<file path="config.mk">
export PLATFORM = sky130hd
export DESIGN_NAME = jtag_master
export DESIGN_NICKNAME = d
export VERILOG_FILES = /design/src/rtl/jtag_master.sv
export SDC_FILE = /design/constraint.sdc
export NUM_CORES = 1
export LEC_CHECK = 0
export BUFFER_PORTS_ARGS = -buffer_cell sky130_fd_sc_hd__buf_2
export CAP_MARGIN = 20
export CORE_MARGIN = 2
export CORE_UTILIZATION = 55
export CTS_CLUSTER_DIAMETER = 40
export DETAILED_ROUTE_END_ITERATION = 12
export PLACE_DENSITY = 0.78
export SLEW_MARGIN = 20
export SYNTH_ARGS = -nofsm -noshare
export SYNTH_HDL_FRONTEND = slang
export SYNTH_SLANG_ARGS = --single-unit
</file>
<file path="constraint.sdc">
create_clock -name clk_in -period 2.9 [get_ports clk_in]
set_input_delay 0.58 -clock clk_in [delete_from_list [all_inputs] [get_ports clk_in]]
set_output_delay 0.58 -clock clk_in [all_outputs]
set_load 0.02 [all_outputs]
</file>
<file path="src/rtl/jtag_master.sv">
// JTAG TAP master: runs a TLR/idle init sequence after reset, then executes
// IR/DR shift, TAP reset and run-idle commands with a ready/valid response.
module jtag_master #(
    parameter int unsigned CLK_DIV = 4
) (
    input  logic        clk_in,
    input  logic        reset,
    input  logic        cmd_valid,
    output logic        cmd_ready,
    input  logic [1:0]  cmd_op,
    input  logic [5:0]  cmd_len,
    input  logic [31:0] cmd_data,
    output logic        rsp_valid,
    input  logic        rsp_ready,
    output logic [31:0] rsp_data,
    output logic        busy,
    output logic        jtag_tck,
    output logic        jtag_tms,
    output logic        jtag_tdi,
    output logic        jtag_trst,
    input  logic        jtag_tdo
);

    typedef enum logic [2:0] {INIT, IDLE, PRE, SHIFT, POST, RUN, RESP} state_t;

    localparam logic [7:0] DIV_MAX = 8'(CLK_DIV - 1);

    state_t      state;
    logic [1:0]  op;
    logic [5:0]  len;
    logic [5:0]  len_c;
    logic [31:0] sh;
    logic [5:0]  cnt;
    logic [7:0]  div;

    function automatic logic [5:0] pre_len(input logic [1:0] o);
        case (o)
            2'b01:   return 6'd4;
            2'b10:   return 6'd3;
            default: return 6'd6;
        endcase
    endfunction

    // Op 00 reuses PRE to walk the six-period test-logic-reset pattern
    function automatic logic pre_tms(input logic [1:0] o, input logic [5:0] i);
        case (o)
            2'b01:   return i < 6'd2;
            2'b10:   return i == 6'd0;
            default: return i < 6'd5;
        endcase
    endfunction

    always_comb begin
        len_c = (cmd_len > 6'd32) ? 6'd32 : cmd_len;
    end

    always_ff @(posedge clk_in or negedge reset) begin
        if (!reset) begin
            state     <= INIT;
            op        <= '0;
            len       <= '0;
            sh        <= '0;
            cnt       <= '0;
            div       <= '0;
            jtag_tck  <= 1'b0;
            jtag_tms  <= 1'b1;
            jtag_tdi  <= 1'b0;
            jtag_trst <= 1'b0;
            cmd_ready <= 1'b0;
            rsp_valid <= 1'b0;
            rsp_data  <= '0;
            busy      <= 1'b0;
        end else begin
            case (state)
                IDLE: begin
                    if (busy) begin
                        busy      <= 1'b0;
                        cmd_ready <= 1'b1;
                    end else if (cmd_valid && cmd_ready) begin
                        cmd_ready <= 1'b0;
                        busy      <= 1'b1;
                        op        <= cmd_op;
                        len       <= len_c;
                        sh        <= cmd_data;
                        rsp_data  <= '0;
                        cnt       <= '0;
                        div       <= '0;
                        jtag_tck  <= 1'b0;
                        jtag_tdi  <= 1'b0;
                        if (cmd_op == 2'b11) begin
                            state    <= (len_c == 6'd0) ? RESP : RUN;
                            jtag_tms <= 1'b0;
                        end else if (cmd_op != 2'b00 && len_c == 6'd0) begin
                            state <= RESP;
                        end else begin
                            state    <= PRE;
                            jtag_tms <= 1'b1;
                        end
                    end
                end
                // busy still high on entry marks the cycle that raises rsp_valid
                RESP: begin
                    if (busy) begin
                        busy      <= 1'b0;
                        rsp_valid <= 1'b1;
                    end else if (rsp_ready) begin
                        rsp_valid <= 1'b0;
                        cmd_ready <= 1'b1;
                        state     <= IDLE;
                    end
                end
                default: begin
                    if (!busy) begin
                        busy      <= 1'b1;
                        jtag_trst <= 1'b1;
                    end else if (div != DIV_MAX) begin
                        div <= div + 8'd1;
                    end else begin
                        div <= '0;
                        if (!jtag_tck) begin
                            jtag_tck <= 1'b1;
                            if (state == SHIFT) rsp_data[cnt[4:0]] <= jtag_tdo;
                        end else begin
                            jtag_tck <= 1'b0;
                            case (state)
                                INIT: begin
                                    if (cnt == 6'd5) begin
                                        state <= IDLE;
                                    end else begin
                                        cnt      <= cnt + 6'd1;
                                        jtag_tms <= cnt < 6'd4;
                                    end
                                end
                                PRE: begin
                                    if (cnt == pre_len(op) - 6'd1) begin
                                        cnt <= '0;
                                        if (op == 2'b00) begin
                                            state <= RESP;
                                        end else begin
                                            state    <= SHIFT;
                                            jtag_tms <= len == 6'd1;
                                            jtag_tdi <= sh[0];
                                        end
                                    end else begin
                                        cnt      <= cnt + 6'd1;
                                        jtag_tms <= pre_tms(op, cnt + 6'd1);
                                    end
                                end
                                SHIFT: begin
                                    if (cnt == len - 6'd1) begin
                                        state    <= POST;
                                        cnt      <= '0;
                                        jtag_tms <= 1'b1;
                                        jtag_tdi <= 1'b0;
                                    end else begin
                                        cnt      <= cnt + 6'd1;
                                        jtag_tms <= (cnt + 6'd2) == len;
                                        jtag_tdi <= sh[1];
                                        sh       <= sh >> 1;
                                    end
                                end
                                POST: begin
                                    if (cnt == 6'd0) begin
                                        cnt      <= 6'd1;
                                        jtag_tms <= 1'b0;
                                    end else begin
                                        state <= RESP;
                                    end
                                end
                                RUN: begin
                                    if (cnt == len - 6'd1) state <= RESP;
                                    else                   cnt   <= cnt + 6'd1;
                                end
                                default: ;
                            endcase
                        end
                    end
                end
            endcase
        end
    end

endmodule

</file>
==> out/qor.csv, run 1 <==
stage;metric;value;unit
clocking;CTS root buffer;clkbuf_8;
floorplan;row cnt;36;
final_layout;Filler Cell Count;802;
global_routing;total grt overflow;0;
power_and_ir_drop;Power Density;995;nW/um^2
final_layout;Nets;775;
logic_synthesis;Syn Nets;704;
logic_synthesis;sequential fraction of the synthesis area;44.1;%
timing;Period minus WS final;2.61;ns
critical_path;Reg2Reg Capture Point;cnt[4]$_DFFE_PN0P_;
critical_path;CP max stage delay;0.48;ns
timing;Slew Limit Fails;0;
clocking;Reg clk slew, reported paths;0.09;ns
timing;post-route setup TNS;0;ns
global_routing;first-pass GRT wire length;22900;microns
timing;Slew @ Worst Pin;0.743;ns
critical_path;worst reg2reg setup slack;0.29;ns
final_layout;area grow syn2layout;14.4;%
final_layout;layout cell share with drive strength beyond 1;19.2;%
critical_path;Critical Path Sink;cnt[4]$_DFFE_PN0P_;
timing;Final Cycle Share;90.0;%
logic_synthesis;post-synthesis cell area;5450;sq um
job;Max-Cap Viols;0;
clocking;Resized Gates After CTS;0;
floorplan;I/O pin count;84;
final_layout;Ant. Diodes;0;
critical_path;FF-to-FF path depth;9;
timing;RSZ-0062 raised after global routing;false;
worst_hold_path;Tightest Hold Check Type;in2async;
route;drt wl/cell;15.9;microns
logic_synthesis;Netlist cell types;69;
route;via total after detailed routing;5085;
timing;Final Setup Violations;0;
power_and_ir_drop;Internal;3.39;mW
placement;hpwl dp;9460;microns
global_routing;total global routing track utilization;25.6;%
logic_synthesis;ys flop type;dfrtp_1;
floorplan;die height;104;microns
critical_path;Worst Setup Path Type;reg2reg;
timing;Clock Skew;0.00760;ns
placement;routability cong.;0.899;
logic_synthesis;ys async rst share;100;%
power_and_ir_drop;Net Switching;2.82;mW
run_status;status;completed;
timing;max_slew headroom;50.3;%
critical_path;Worst EP required;3.15;ns
route;drt first pass iters;6;
critical_path;Critical Path AT;2.86;ns
power_and_ir_drop;power share of the clock group;14.7;%
clocking;CTS tree;done;
final_layout;fin util;64.4;%
floorplan;Die Area;10700;sq um
logic_synthesis;Synth Register Bits;96;
route;vias per inst;5.97;
floorplan;Initial Utilization;56.3;%
logic_synthesis;Post-synth EDFFs;0;
clocking;worst skew pair latency;0.36;ns
critical_path;CP Max Fanout;11;
route;ANT nets after route;0;
clocking;Num CTS Buffers;9;
clocking;Longest Clk Path Bufs;2;
clocking;# clock sinks;96;
critical_path;Critical path origin;state[2]$_DFFE_PN0P_;
critical_path;FF-to-FF Start;state[2]$_DFFE_PN0P_;
clocking;postcts setup bufs;0;
placement;I/O Buffers;83;
critical_path;Startpoint Class;register;
logic_synthesis;Syn Area/Cell;8.47;sq um
power_and_ir_drop;switch share;45.4;%
logic_synthesis;Syn. warnings;0;
global_routing;initial antenna violation count;0;
timing;Final Hold Viols;0;
floorplan;Die X;104;microns
power_and_ir_drop;worst vdd ir;0.000491;V
floorplan;Core Box Area;9680;sq um
power_and_ir_drop;Leakage;2.86;nW
route;final WL;13600;microns
final_layout;final std cells w/o fill;852;
clocking;H-tree depth;3;
placement;Placed Cells;836;
route;DRC errors left;0;
route;DR iter-0 viols;391;
power_and_ir_drop;Logic pwr share;51.2;%
global_routing;vias in the first global route;4819;
global_routing;pin count of the biggest net entering global routing;66;
critical_path;cell chain of the critical path;nor2b_1 > and2b_2 > inv_2 > ha_1 > o21ai_1 > buf_4 > a311oi_4 > o21ai_0 > a32o_1;
critical_path;Slowest-stage cell, CP;a311oi_4;
clocking;# hold bufs at CTS;0;
timing;Max Freq;383;MHz
power_and_ir_drop;Sequential Power Share;34.0;%
logic_synthesis;synthesized netlist cell count;643;
critical_path;Crit. End Element;register;
[how the worst min path moves through the flow]
stage / start / endpoint / slack (ns) / cells past startpoint
global placement: jtag_trst$_DFFE_PN0P_ / jtag_trst$_DFFE_PN0P_ / 0.45 / 1
detailed placement: jtag_trst$_DFFE_PN0P_ / jtag_trst$_DFFE_PN0P_ / 0.44 / 1
floorplan: reset / busy$_DFF_PN0_ / 0.28 / 0
CTS: reset / div[6]$_DFFE_PN0P_ / 0.24 / 1
finish: reset / div[6]$_DFFE_PN0P_ / 0.23 / 1
global route: reset / div[6]$_DFFE_PN0P_ / 0.27 / 1
[metrics by stage]
step / area (sq um) / worst slack [ns] / hold slack [ns] / power (mW)
after floorplan: 5450 / 0.308 / 0.284 / 4.44
after global placement: 6030 / 0.488 / 0.445 / 5.14
after detailed placement: 6030 / 0.401 / 0.444 / 5.26
after CTS: 6230 / 0.376 / 0.237 / 6.19
after global routing: 6230 / 0.192 / 0.267 / 6.72
final: 6230 / 0.290 / 0.225 / 6.20
[synthesized netlist by cell type (3+ instances only)]
library cell / n / area (sq um)
nand3_1: 10 / 50.1
nand2b_1: 7 / 43.8
and3_1: 6 / 37.5
a31oi_1: 33 / 206
a22o_1: 4 / 35.0
dfrtp_1: 95 / 2380
xnor2_1: 5 / 43.8
o21ai_0: 83 / 415
a32oi_1: 4 / 35.0
nand2_1: 102 / 383
o21ai_1: 5 / 25.0
inv_1: 14 / 52.6
nor4_2: 3 / 37.5
clkbuf_1: 30 / 113
nor3b_1: 3 / 22.5
ha_1: 16 / 200
nand4_1: 4 / 25.0
nand2_2: 4 / 25.0
nand3b_1: 9 / 67.6
xor2_1: 9 / 78.8
nor2_1: 59 / 221
nor2b_1: 6 / 37.5
a21oi_1: 50 / 250
and2_1: 4 / 25.0
or2_2: 3 / 18.8
nor3_1: 7 / 35.0
buf_2: 8 / 40.0
[routing by layer]
metal	GRT usage [%]	wire, microns
met5	0	0
met2	41.2	6510
met3	3.96	827
met1	35.4	5960
met4	9.65	272
[cells in the final DEF, fill, tap and decap left out, drive strengths merged, types with 3 or more instances in the layout]
| cell type | n |
|---|---|
| nor2b | 6 |
| dfrtp | 95 |
| and3 | 6 |
| xor2 | 9 |
| nor2 | 60 |
| nand3 | 10 |
| a22o | 4 |
| nor3b | 4 |
| nand3b | 9 |
| o21ai | 88 |
| a31oi | 33 |
| a21oi | 50 |
| nor3 | 7 |
| nor4 | 5 |
| buf | 101 |
| nand2 | 106 |
| inv | 17 |
| nand2b | 7 |
| a32oi | 4 |
| xnor2 | 5 |
| nand4 | 4 |
| or2 | 3 |
| and2 | 5 |
| ha | 16 |
| clkbuf | 12 |
[registers in the layout, indices dropped and copies added, names as in the netlist, 2 cells and up]
name / count
cnt: 6
div: 8
len: 6
op: 2
rsp_data: 32
sh: 32
state: 3
[critical path: cells and delay by family (launching register included)]
family,cells,cell delay (ns)
DFF,1,0.39
adders and majority gates,1,0.35
AOI/OAI and AO/OA,4,1.05
and+or+nand+nor,2,0.44
buffers and inverters,2,0.27
[power groups by stage]
stage,Combinational [mW],Clock [mW],Sequential (mW)
after floorplan,2.34,0,2.10
after global placement,3.03,0,2.11
after detailed placement,3.13,0,2.13
after CTS,3.15,0.938,2.10
after global routing,3.55,0.994,2.17
final,3.18,0.915,2.11
[cell type report]
| cell class | instances | area (sq um) | share of cell area [%] |
|---|---|---|---|
| multi-input combinational | 490 | 2820 | 45.2 |
| sequential | 96 | 2400 | 38.6 |
| timing repair buffer | 101 | 578 | 9.28 |
| tap | 133 | 166 | 2.67 |
| clock buffer | 12 | 155 | 2.49 |
| inverter | 16 | 60.1 | 0.964 |
| clock inverter | 4 | 51.3 | 0.823 |
[cell families (layout without fill, tap and decap cells)]
logic type / Yosys count / count (layout) / share of synthesized area (%)
xor+xnor: 14 / 14 / 2.25
flops: 96 / 96 / 44.1
buf+inv: 57 / 133 / 4.18
simple gates: 245 / 245 / 21.6
fa+ha+maj: 17 / 17 / 3.86
compound gates: 210 / 210 / 23.2
mux: 4 / 4 / 0.781
Note: power is estimated with default switching activity, not from simulation.
==> run 2, diff against run 1 <==
- clock period: 2.9 -> 2.6 ns (I/O delays scaled with it)
==> out/qor.csv, run 2 (synthesis results as in run 1) <==
stage;metric;value;unit;change
run_status;status;completed;;
critical_path;FF-to-FF Start;op[0]$_DFFE_PN0P_;;
worst_hold_path;Tightest Hold Check Type;in2async;;
route;final WL;13900;microns;+2.8%
critical_path;CP Max Fanout;7;;-4
route;ANT nets after route;0;;unchanged
global_routing;first-pass GRT wire length;23600;microns;+3.2%
floorplan;Core Box Area;9680;sq um;unchanged
power_and_ir_drop;Net Switching;3.19;mW;+13%
critical_path;Crit. End Element;register;;
route;DR iter-0 viols;524;;+34%
clocking;CTS root buffer;clkbuf_8;;
final_layout;area grow syn2layout;15.8;%;
final_layout;Regs by FF count;rsp_data: 32 flops, sh: 32 flops, div: 8 flops;;
clocking;# clock sinks;96;;unchanged
timing;final hold slack;0.165;ns;-0.0598 ns
power_and_ir_drop;Power Density;1140;nW/um^2;+15%
timing;Period minus WS final;2.46;ns;-0.148 ns
placement;Placed Cells;841;;+0.60%
floorplan;die height;104;microns;unchanged
final_layout;commonest non-fill, non-tap cell in the layout;nand2_1;;
clocking;Num CTS Buffers;9;;unchanged
global_routing;total global routing track utilization;26.6;%;+0.99 points
power_and_ir_drop;Leakage;2.90;nW;+1.3%
placement;routability cong.;0.948;;+5.4%
clocking;H-tree depth;3;;unchanged
timing;Max Freq;406;MHz;+6.0%
timing;Clock Skew;0.0134;ns;+0.00581 ns
floorplan;I/O pin count;84;;unchanged
power_and_ir_drop;worst vdd ir;0.000526;V;+7.1%
timing;Final Cycle Share;94.7;%;+4.7 points
global_routing;total grt overflow;0;;unchanged
route;vias per inst;6.02;;+0.84%
global_routing;vias in the first global route;4913;;+2.0%
job;Max-Cap Viols;0;;unchanged
timing;Final Setup Violations;0;;unchanged
clocking;postcts setup bufs;0;;unchanged
critical_path;Reg2Reg Capture Point;cnt[4]$_DFFE_PN0P_;;
global_routing;pin count of the biggest net entering global routing;68;;+3.0%
timing;post-route setup TNS;0;ns;unchanged
route;via total after detailed routing;5152;;+1.3%
critical_path;Startpoint Class;register;;
power_and_ir_drop;power share of the clock group;16.7;%;+2.0 points
clocking;Reg clk slew, reported paths;0.09;ns;about the same
floorplan;row cnt;36;;unchanged
timing;Slew Limit Fails;0;;unchanged
timing;RSZ-0062 raised after global routing;false;;
placement;pre-CTS WS;0.165;ns;-0.236 ns
timing;Final Hold Viols;0;;unchanged
route;drt first pass iters;5;;-1
final_layout;Nets;780;;+0.65%
timing;Slew @ Worst Pin;0.709;ns;-0.0338 ns
floorplan;Initial Utilization;56.3;%;unchanged
global_routing;initial antenna violation count;0;;unchanged
final_layout;Filler Cell Count;811;;+1.1%
power_and_ir_drop;Logic pwr share;51.1;%;about the same
critical_path;worst reg2reg setup slack;0.14;ns;-0.15 ns
final_layout;Ant. Diodes;0;;unchanged
power_and_ir_drop;Final Power;7.20;mW;+16%
power_and_ir_drop;Sequential Power Share;32.3;%;-1.7 points
final_layout;commonest non-fill, non-tap cells in the layout;nand2_1, dfrtp_1, o21ai_0;;
critical_path;Worst Setup Path Type;reg2reg;;
critical_path;FF-to-FF path depth;8;;-1
final_layout;final std cells w/o fill;856;;+0.47%
route;drt wl/cell;16.3;microns;+2.3%
placement;I/O Buffers;83;;unchanged
route;DRC errors left;0;;unchanged
floorplan;Die Area;10700;sq um;unchanged
critical_path;Critical Path AT;2.72;ns;-0.14 ns
timing;max_slew headroom;52.6;%;+2.3 points
clocking;worst skew pair latency;0.37;ns;about the same
timing;Worst Setup Slack, final;0.138;ns;-0.152 ns
final_layout;layout cell share with drive strength beyond 1;19.6;%;+0.45 points
placement;hpwl dp;9770;microns;+3.4%
critical_path;Worst EP required;2.86;ns;-0.29 ns
clocking;CTS tree;done;;
power_and_ir_drop;Internal;4.00;mW;+18%
clocking;Longest Clk Path Bufs;2;;unchanged
floorplan;Die X;104;microns;unchanged
clocking;Resized Gates After CTS;0;;unchanged
clocking;# hold bufs at CTS;0;;unchanged
power_and_ir_drop;switch share;44.4;%;-1.1 points
run 2: cell count changes in the layout (fill, tap and decap cells not counted):
cell,before,now
clkbuf_8,11,10
clkinv_2,2,0
buf_4,17,22
bufinv_16,1,3
run 2: layout make-up:
| class | instances | area, sq um | share of cell area (%) |
|---|---|---|---|
| clock inverters | 4 | 101 | 1.61 |
| well taps | 133 | 166 | 2.64 |
| repair buffers | 106 | 616 | 9.76 |
| clock buffers | 11 | 141 | 2.24 |
| multi-input cells | 490 | 2820 | 44.7 |
| inverters | 16 | 60.1 | 0.952 |
| flip-flops and latches | 96 | 2400 | 38.1 |
run 2: power groups by stage:
stage          registers (mW)  clock network [mW]  logic [mW]
6_report                 2.32                1.20        3.67
5_1_grt                  2.38                1.28        4.11
3_3_place_gp             2.32                   0        3.49
3_5_place_dp             2.34                   0        3.62
2_1_floorplan            2.34                   0        2.61
4_1_cts                  2.32                1.21        3.64
run 2: how the worst max path moves through the flow:
| stage | slack, ns | from | cells past startpoint | endpoint |
|---|---|---|---|---|
| after floorplan | 0.008 | state[0]$_DFFE_PN0P_ | 10 | cnt[4]$_DFFE_PN0P_ |
| after global placement | 0.29 | cnt[2]$_DFFE_PN0P_ | 6 | state[0]$_DFFE_PN0P_ |
| after detailed placement | 0.17 | op[0]$_DFFE_PN0P_ | 8 | cnt[4]$_DFFE_PN0P_ |
| after CTS | 0.15 | op[0]$_DFFE_PN0P_ | 8 | cnt[4]$_DFFE_PN0P_ |
| after global routing | 0.01 | op[0]$_DFFE_PN0P_ | 8 | cnt[4]$_DFFE_PN0P_ |
| final | 0.14 | op[0]$_DFFE_PN0P_ | 8 | cnt[4]$_DFFE_PN0P_ |
run 2: critical path: stages (launching register included):
cell and delay [ns]:
dfrtp_1 0.39, inv_1 0.10, ha_1 0.37, and3b_1 0.17
a21oi_1 0.04, nor4_2 0.46, a211o_1 0.31, and2b_1 0.25
a32o_1 0.27
run 2: stage by stage:
| stage | util (%) | cell area (sq um) |
|---|---|---|
| final | 65.1 | 6310 |
| after global routing | 65.1 | 6310 |
| after CTS | 65.1 | 6310 |
| after detailed placement | 62.6 | 6060 |
| after global placement | 62.6 | 6060 |
| after floorplan | - | 5450 |
run 2: layer usage:
layer / global-route usage, % / up-vias / share of wire, %
met5: 0 / - / 0
met4: 9.94 / 0 / 2.1
met3: 3.65 / 28 / 5.9
met2: 44.3 / 208 / 49
met1: 35.7 / 2495 / 43
li1: - / 2421 / -
